$ cat config.mk
export PLATFORM = sky130hd
export DESIGN_NAME = centroid_finder
export DESIGN_NICKNAME = d
export VERILOG_FILES = /design/src/rtl/centroid_finder.sv
export SDC_FILE = /design/constraint.sdc
export NUM_CORES = 1
export LEC_CHECK = 0
export BUFFER_PORTS_ARGS = -buffer_cell sky130_fd_sc_hd__buf_2
export CAP_MARGIN = 20
export CORE_MARGIN = 10
export CORE_UTILIZATION = 55
export CTS_CLUSTER_SIZE = 14
export DETAILED_ROUTE_END_ITERATION = 7
export PLACE_DENSITY = 0.76
export SLEW_MARGIN = 20
export SYNTH_ARGS = -nofsm -noshare
export SYNTH_HDL_FRONTEND = slang
export SYNTH_SLANG_ARGS = --single-unit
$ cat constraint.sdc
create_clock -name clk_in -period 4.19 [get_ports clk_in]
set_clock_uncertainty 0.2 [all_clocks]
set_input_delay 0.2095 -clock clk_in [delete_from_list [all_inputs] [get_ports clk_in]]
set_output_delay 0.2095 -clock clk_in [all_outputs]
set_load 0.02 [all_outputs]
$ cat src/rtl/centroid_finder.sv
// Foreground centroid of a thresholded frame in BRAM: raster scan, accumulate x/y/count, then 24-step restoring divide.
// Define CENTROID_BBOX_EN to add the foreground bounding-box outputs (bbox_left/right/top/bot).
module centroid_finder #(
    parameter int WIDTH       = 240,
    parameter int HEIGHT      = 320,
    parameter int RAM_LATENCY = 1,
    parameter int MIN_COUNT   = 64
) (
    input  logic        clk_in,
    input  logic        rst_in,
    input  logic        start_in,
    input  logic [15:0] pixel_data_in,
    output logic [16:0] addr_out,
    output logic        busy_out,
    output logic        data_valid_out,
    output logic [7:0]  x_center,
    output logic [8:0]  y_center,
    output logic [16:0] pixel_count_out,
    output logic        found_out
`ifdef CENTROID_BBOX_EN
    ,
    output logic [7:0]  bbox_left,
    output logic [7:0]  bbox_right,
    output logic [8:0]  bbox_top,
    output logic [8:0]  bbox_bot
`endif
);

    localparam logic [16:0] LAST_ADDR = 17'(WIDTH * HEIGHT - 1);
    localparam logic [7:0]  X_LAST    = 8'(WIDTH - 1);
    localparam logic [7:0]  X_RST     = 8'(WIDTH / 2);
    localparam logic [8:0]  Y_RST     = 9'(HEIGHT / 2);
    localparam logic [4:0]  DRAIN_END = 5'(RAM_LATENCY - 1);
    localparam logic [4:0]  DIV_END   = 5'd23;
    localparam logic [16:0] MIN_CNT   = 17'(MIN_COUNT);

    typedef enum logic [2:0] {S_IDLE, S_SCAN, S_DRAIN, S_DIVIDE, S_DONE} state_t;

    state_t      state_q;
    logic [16:0] addr_q;
    logic [7:0]  x_q;
    logic [8:0]  y_q;
    logic [4:0]  step_q;
    logic        busy_q, dv_q, found_q;
    logic [7:0]  xc_q;
    logic [8:0]  yc_q;
    logic [16:0] cnt_out_q;

    // sum_*_q double as the divider dividends; quotient bits shift in at the LSB
    logic [23:0] sum_x_q, sum_y_q;
    logic [16:0] count_q;
    logic [16:0] rem_x_q, rem_y_q;

    logic [RAM_LATENCY-1:0]       vld_pipe_q;
    logic [RAM_LATENCY-1:0][7:0]  x_pipe_q;
    logic [RAM_LATENCY-1:0][8:0]  y_pipe_q;

`ifdef CENTROID_BBOX_EN
    logic [7:0] min_x_q, max_x_q, bl_q, br_q;
    logic [8:0] min_y_q, max_y_q, bt_q, bb_q;
`endif

    // Delay x/y by the BRAM latency so they line up with pixel_data_in
    always_ff @(posedge clk_in) begin
        x_pipe_q[0] <= x_q;
        y_pipe_q[0] <= y_q;
        for (int i = 1; i < RAM_LATENCY; i++) begin
            x_pipe_q[i] <= x_pipe_q[i-1];
            y_pipe_q[i] <= y_pipe_q[i-1];
        end
        if (!rst_in) begin
            vld_pipe_q <= '0;
        end else begin
            vld_pipe_q[0] <= (state_q == S_SCAN);
            for (int i = 1; i < RAM_LATENCY; i++)
                vld_pipe_q[i] <= vld_pipe_q[i-1];
        end
    end

    logic       acc_hit;
    logic [7:0] acc_x;
    logic [8:0] acc_y;
    assign acc_hit = vld_pipe_q[RAM_LATENCY-1] && (pixel_data_in != 16'd0);
    assign acc_x   = x_pipe_q[RAM_LATENCY-1];
    assign acc_y   = y_pipe_q[RAM_LATENCY-1];

    logic [17:0] rx_sh, ry_sh;
    logic        qx, qy;
    logic [16:0] rem_x_d, rem_y_d;
    logic [7:0]  quo_x_lo;
    logic [8:0]  quo_y_lo;

    always_comb begin
        rx_sh    = {rem_x_q, sum_x_q[23]};
        ry_sh    = {rem_y_q, sum_y_q[23]};
        qx       = rx_sh >= {1'b0, count_q};
        qy       = ry_sh >= {1'b0, count_q};
        rem_x_d  = qx ? 17'(rx_sh - {1'b0, count_q}) : rx_sh[16:0];
        rem_y_d  = qy ? 17'(ry_sh - {1'b0, count_q}) : ry_sh[16:0];
        quo_x_lo = {sum_x_q[6:0], qx};
        quo_y_lo = {sum_y_q[7:0], qy};
    end

    always_ff @(posedge clk_in) begin
        if (!rst_in) begin
            state_q   <= S_IDLE;
            addr_q    <= '0;
            busy_q    <= 1'b0;
            dv_q      <= 1'b0;
            xc_q      <= X_RST;
            yc_q      <= Y_RST;
            cnt_out_q <= '0;
            found_q   <= 1'b0;
            step_q    <= '0;
            x_q       <= '0;
            y_q       <= '0;
`ifdef CENTROID_BBOX_EN
            bl_q <= '0;
            br_q <= '0;
            bt_q <= '0;
            bb_q <= '0;
`endif
        end else begin
            dv_q <= 1'b0;
            if (acc_hit) begin
                sum_x_q <= sum_x_q + 24'(acc_x);
                sum_y_q <= sum_y_q + 24'(acc_y);
                count_q <= count_q + 17'd1;
`ifdef CENTROID_BBOX_EN
                if (acc_x < min_x_q) min_x_q <= acc_x;
                if (acc_x > max_x_q) max_x_q <= acc_x;
                if (acc_y < min_y_q) min_y_q <= acc_y;
                if (acc_y > max_y_q) max_y_q <= acc_y;
`endif
            end
            case (state_q)
                S_IDLE: begin
                    addr_q <= '0;
                    if (start_in) begin
                        sum_x_q <= '0;
                        sum_y_q <= '0;
                        count_q <= '0;
                        x_q     <= '0;
                        y_q     <= '0;
                        busy_q  <= 1'b1;
                        state_q <= S_SCAN;
`ifdef CENTROID_BBOX_EN
                        min_x_q <= '1;
                        max_x_q <= '0;
                        min_y_q <= '1;
                        max_y_q <= '0;
`endif
                    end
                end
                S_SCAN: begin
                    if (addr_q == LAST_ADDR) begin
                        step_q  <= '0;
                        state_q <= S_DRAIN;
                    end else begin
                        addr_q <= addr_q + 17'd1;
                        if (x_q == X_LAST) begin
                            x_q <= '0;
                            y_q <= y_q + 9'd1;
                        end else begin
                            x_q <= x_q + 8'd1;
                        end
                    end
                end
                S_DRAIN: begin
                    if (step_q == DRAIN_END) begin
                        step_q  <= '0;
                        addr_q  <= '0;
                        rem_x_q <= '0;
                        rem_y_q <= '0;
                        state_q <= S_DIVIDE;
                    end else begin
                        step_q <= step_q + 5'd1;
                    end
                end
                S_DIVIDE: begin
                    sum_x_q <= {sum_x_q[22:0], qx};
                    sum_y_q <= {sum_y_q[22:0], qy};
                    rem_x_q <= rem_x_d;
                    rem_y_q <= rem_y_d;
                    if (step_q == DIV_END) begin
                        // Final quotient bit is folded in here so results land with the strobe
                        dv_q      <= 1'b1;
                        cnt_out_q <= count_q;
                        state_q   <= S_DONE;
                        if (count_q == 17'd0) begin
                            xc_q    <= X_RST;
                            yc_q    <= Y_RST;
                            found_q <= 1'b0;
                        end else begin
                            xc_q    <= quo_x_lo;
                            yc_q    <= quo_y_lo;
                            found_q <= count_q >= MIN_CNT;
                        end
`ifdef CENTROID_BBOX_EN
                        if (count_q == 17'd0) begin
                            bl_q <= '0;
                            br_q <= '0;
                            bt_q <= '0;
                            bb_q <= '0;
                        end else begin
                            bl_q <= min_x_q;
                            br_q <= max_x_q;
                            bt_q <= min_y_q;
                            bb_q <= max_y_q;
                        end
`endif
                    end else begin
                        step_q <= step_q + 5'd1;
                    end
                end
                S_DONE: begin
                    busy_q  <= 1'b0;
                    state_q <= S_IDLE;
                end
                default: state_q <= S_IDLE;
            endcase
        end
    end

    assign addr_out        = addr_q;
    assign busy_out        = busy_q;
    assign data_valid_out  = dv_q;
    assign x_center        = xc_q;
    assign y_center        = yc_q;
    assign pixel_count_out = cnt_out_q;
    assign found_out       = found_q;
`ifdef CENTROID_BBOX_EN
    assign bbox_left  = bl_q;
    assign bbox_right = br_q;
    assign bbox_top   = bt_q;
    assign bbox_bot   = bb_q;
`endif

endmodule

==> flow_metrics.env <==
export IMPL_antenna_cells=0
export IMPL_p_leak_uw=0.00477
export IMPL_start_util_pct=56.2
export IMPL_top_level_ports=73
export IMPL_synth_area_leaders="edfxtp_1 26%, dfxtp_1 17%, ha_1 6.3%, nand2_1 5.3%, nor2_1 4.6%"
export IMPL_dr_pass1_iters=5
export IMPL_rsz0062_at_grt="no"
export IMPL_dpl_worst_slack_ns=0.697
export IMPL_finalSetupTns_ns=0
export IMPL_max_freq_ghz=0.284
export IMPL_ys_seq_area_share_pct=42.9
export IMPL_synth_avg_cell_area_um2=9.09
export IMPL_fin_nets=1398
export IMPL_path_max_fanout=21
export IMPL_clockRootBuffer="clkbuf_16"
export IMPL_yosys_top_cells_count="162 x nand2_1, 140 x nor2_1, 99 x edfxtp_1"
export IMPL_fin_crit_ns=3.52
export IMPL_clk_pin_slew_worst_paths_ns=0.08
export IMPL_maxCapViolations=0
export IMPL_async_flop_share_pct=0
export IMPL_synth_distinct_cells=78
export IMPL_area_growth_pct=11.1
export IMPL_die_w_um=164
export IMPL_syn_inst=1260
export IMPL_cp_start_kind="flop"
export IMPL_syn_cell_area_mm2=0.0114
export IMPL_grt_util_all_layers_pct=21.5
export IMPL_grt_max_degree=55
export IMPL_htree_levels=4
export IMPL_power_density_mw_per_mm2=346
export IMPL_end_kind="flop"
export IMPL_wl_per_cell_um=18.2
export IMPL_path_class="flop to flop"
export IMPL_coreArea_mm2=0.0204
export IMPL_regArea_mm2=0.00491
export IMPL_p_int_uw=3140
export IMPL_multi_input_area_mm2=0.00621
export IMPL_yosysTopAreaCell="edfxtp_1"
export IMPL_antenna_found_initial=0
export IMPL_vias=9792
export IMPL_die_area_mm2=0.0270
export IMPL_irDropWorstVdd_v=0.000290
export IMPL_synth_edff_count=99
export IMPL_clock_sinks=196
export IMPL_p_sw_share_pct=28.8
export IMPL_place_hpwl_um=20500
export IMPL_grt_pass1_wl_um=47400
export IMPL_cts_tree="done"
export IMPL_numCtsBuffers=17
export IMPL_fin_util_pct=62.4
export IMPL_synthFlopType="edfxtp_1"
export IMPL_vias_per_cell=6.12
export IMPL_drtIter0Drc=954
export IMPL_yosysMostFrequentCell="nand2_1"
export IMPL_fin_crit_sh_pct=83.9
export IMPL_ys_seq_elements=196
export IMPL_fp_dieH_um=164
export IMPL_postCtsResizedCells=0
export IMPL_synth_top_area_share_pct=26.0
export IMPL_drive_above_1_share_pct=10.8
export IMPL_grt_overflow=0
export IMPL_post_route_drc_count=0
export IMPL_setup_violations=0
export IMPL_routed_wl_um=29100
export IMPL_hold_viol=0
export IMPL_n_fill_cell=1684
export IMPL_cp_required_ns=4.15
export IMPL_pwr_share_clk_pct=39.5
export IMPL_slew_violations=0
export IMPL_syn_nets=1341
export IMPL_drt_antenna_violating_nets=0
export IMPL_combPwrFrac_pct=11.4
export IMPL_hold_class="flop to flop"
export IMPL_worstSkewPairLatency_ns=0.44
export IMPL_num_rows=52
export IMPL_cp_arrival_ns=3.48
export IMPL_gp_congestion=0.944
export IMPL_worst_pin_slew_ns=1.11
export IMPL_port_buffers=72
export IMPL_maxSlewHeadroom_pct=25.7
export IMPL_timing_final_ws_setup_ns=0.673
export IMPL_clock_tree_buffer_depth=2
export IMPL_p_sw_uw=1270
export IMPL_p_seq_share_pct=49.1
export IMPL_ys_warn_count=0
export IMPL_status="finished, final reports clean"
export IMPL_first_global_vias=9309
routing by layer:
metal	vias up	global-route usage, %	share of wire (%)
met2	356	33.4	46
li1	4716	-	-
met3	33	4.33	6.8
met5	-	0	0
met1	4687	29.7	46
met4	0	5.81	1.3
final timing paths:
path	from	endpoint	slack (ns)	cells past startpoint
setup / recovery	count_q[2]	sum_y_q[0]	0.67	9
hold / removal	y_q[8]	acc_y[8]	0.18	0
setup reg to reg	count_q[2]	sum_y_q[0]	0.67	9
hold reg to reg	y_q[8]	acc_y[8]	0.18	0
power groups by stage:
stage               Sequential, uW  Combinational [uW]  Clock (uW)
floorplan                     2170                 368           0
global placement              2200                 473           0
detailed placement            2200                 486           0
CTS                           2160                 495        1750
global route                  2170                 554        1820
finish                        2160                 501        1740
flip-flops by register name (all words and copies together) (netlist names), 9 cells and up:
name,count
acc_y,9
addr_out,17
count_q,17
pixel_count_out,17
rem_x_q,17
rem_y_q,17
sum_x_q,24
sum_y_q,24
y_center,9
y_q,9
layout make-up:
class / count / area share [%]
Multi-Input combinational cell: 977 / 48.8
Sequential cell: 196 / 38.6
Tap cell: 270 / 2.66
Timing Repair Buffer: 88 / 3.84
Clock buffer: 18 / 3.45
Clock inverter: 14 / 1.48
Inverter: 37 / 1.09
worst max-delay path, stage by stage, from the launching register on:
cell and delay (ns):
edfxtp_1 0.45, inv_1 0.15, ha_1 0.30, nor2b_1 0.17, o31a_1 0.28, o21ai_1 0.23
o21a_1 0.22, a22o_1 0.82, nand2b_1 0.29, o21ai_0 0.12
kinds of logic after synthesis:
family / Yosys count / share of synthesized area [%]
AOI/OAI and AO/OA: 300 / 17.2
xor gates and xnor gates: 90 / 6.89
adders and majority gates: 62 / 7.04
buffers and inverters: 87 / 2.98
DFF: 196 / 42.9
muxes: 29 / 2.54
and+or+nand+nor: 496 / 20.4
what timing repair did:
action | CTS | global route
hold endpoints to repair | 3 | 0
hold buffers | 2 | 0
buffers inserted | 0 | 0
cell usage in the layout, fill, tap and decap left out, types with 10 or more instances in the layout:
master,instances
nand2_1,162
nor2_1,140
edfxtp_1,99
dfxtp_1,97
a21oi_1,81
buf_2,71
o21ai_0,63
ha_1,58
xnor2_1,48
xor2_1,42
nand3_1,42
inv_1,35
nand4_1,32
mux2i_1,29
nor3_1,26
o21a_1,17
clkbuf_16,17
and3_1,16
a21o_1,15
buf_4,15
o22ai_1,14
a22oi_1,13
a211oi_1,12
nor4_1,12
nor2b_1,10
o31ai_1,10
o211ai_1,10
through the flow:
| step | cell area [um2] | hold slack, ns | instances | power [uW] |
|---|---|---|---|---|
| finish | 12700 | 0.176 | 1600 | 4400 |
| global route | 12700 | 0.184 | 1600 | 4550 |
| CTS | 12700 | 0.175 | 1600 | 4410 |
| detailed placement | 12100 | 0.163 | 1566 | 2690 |
| global placement | 12100 | 0.155 | 1566 | 2670 |
| floorplan | 11400 | 0.122 | 1260 | 2540 |
(Power assumes the default switching activity.)
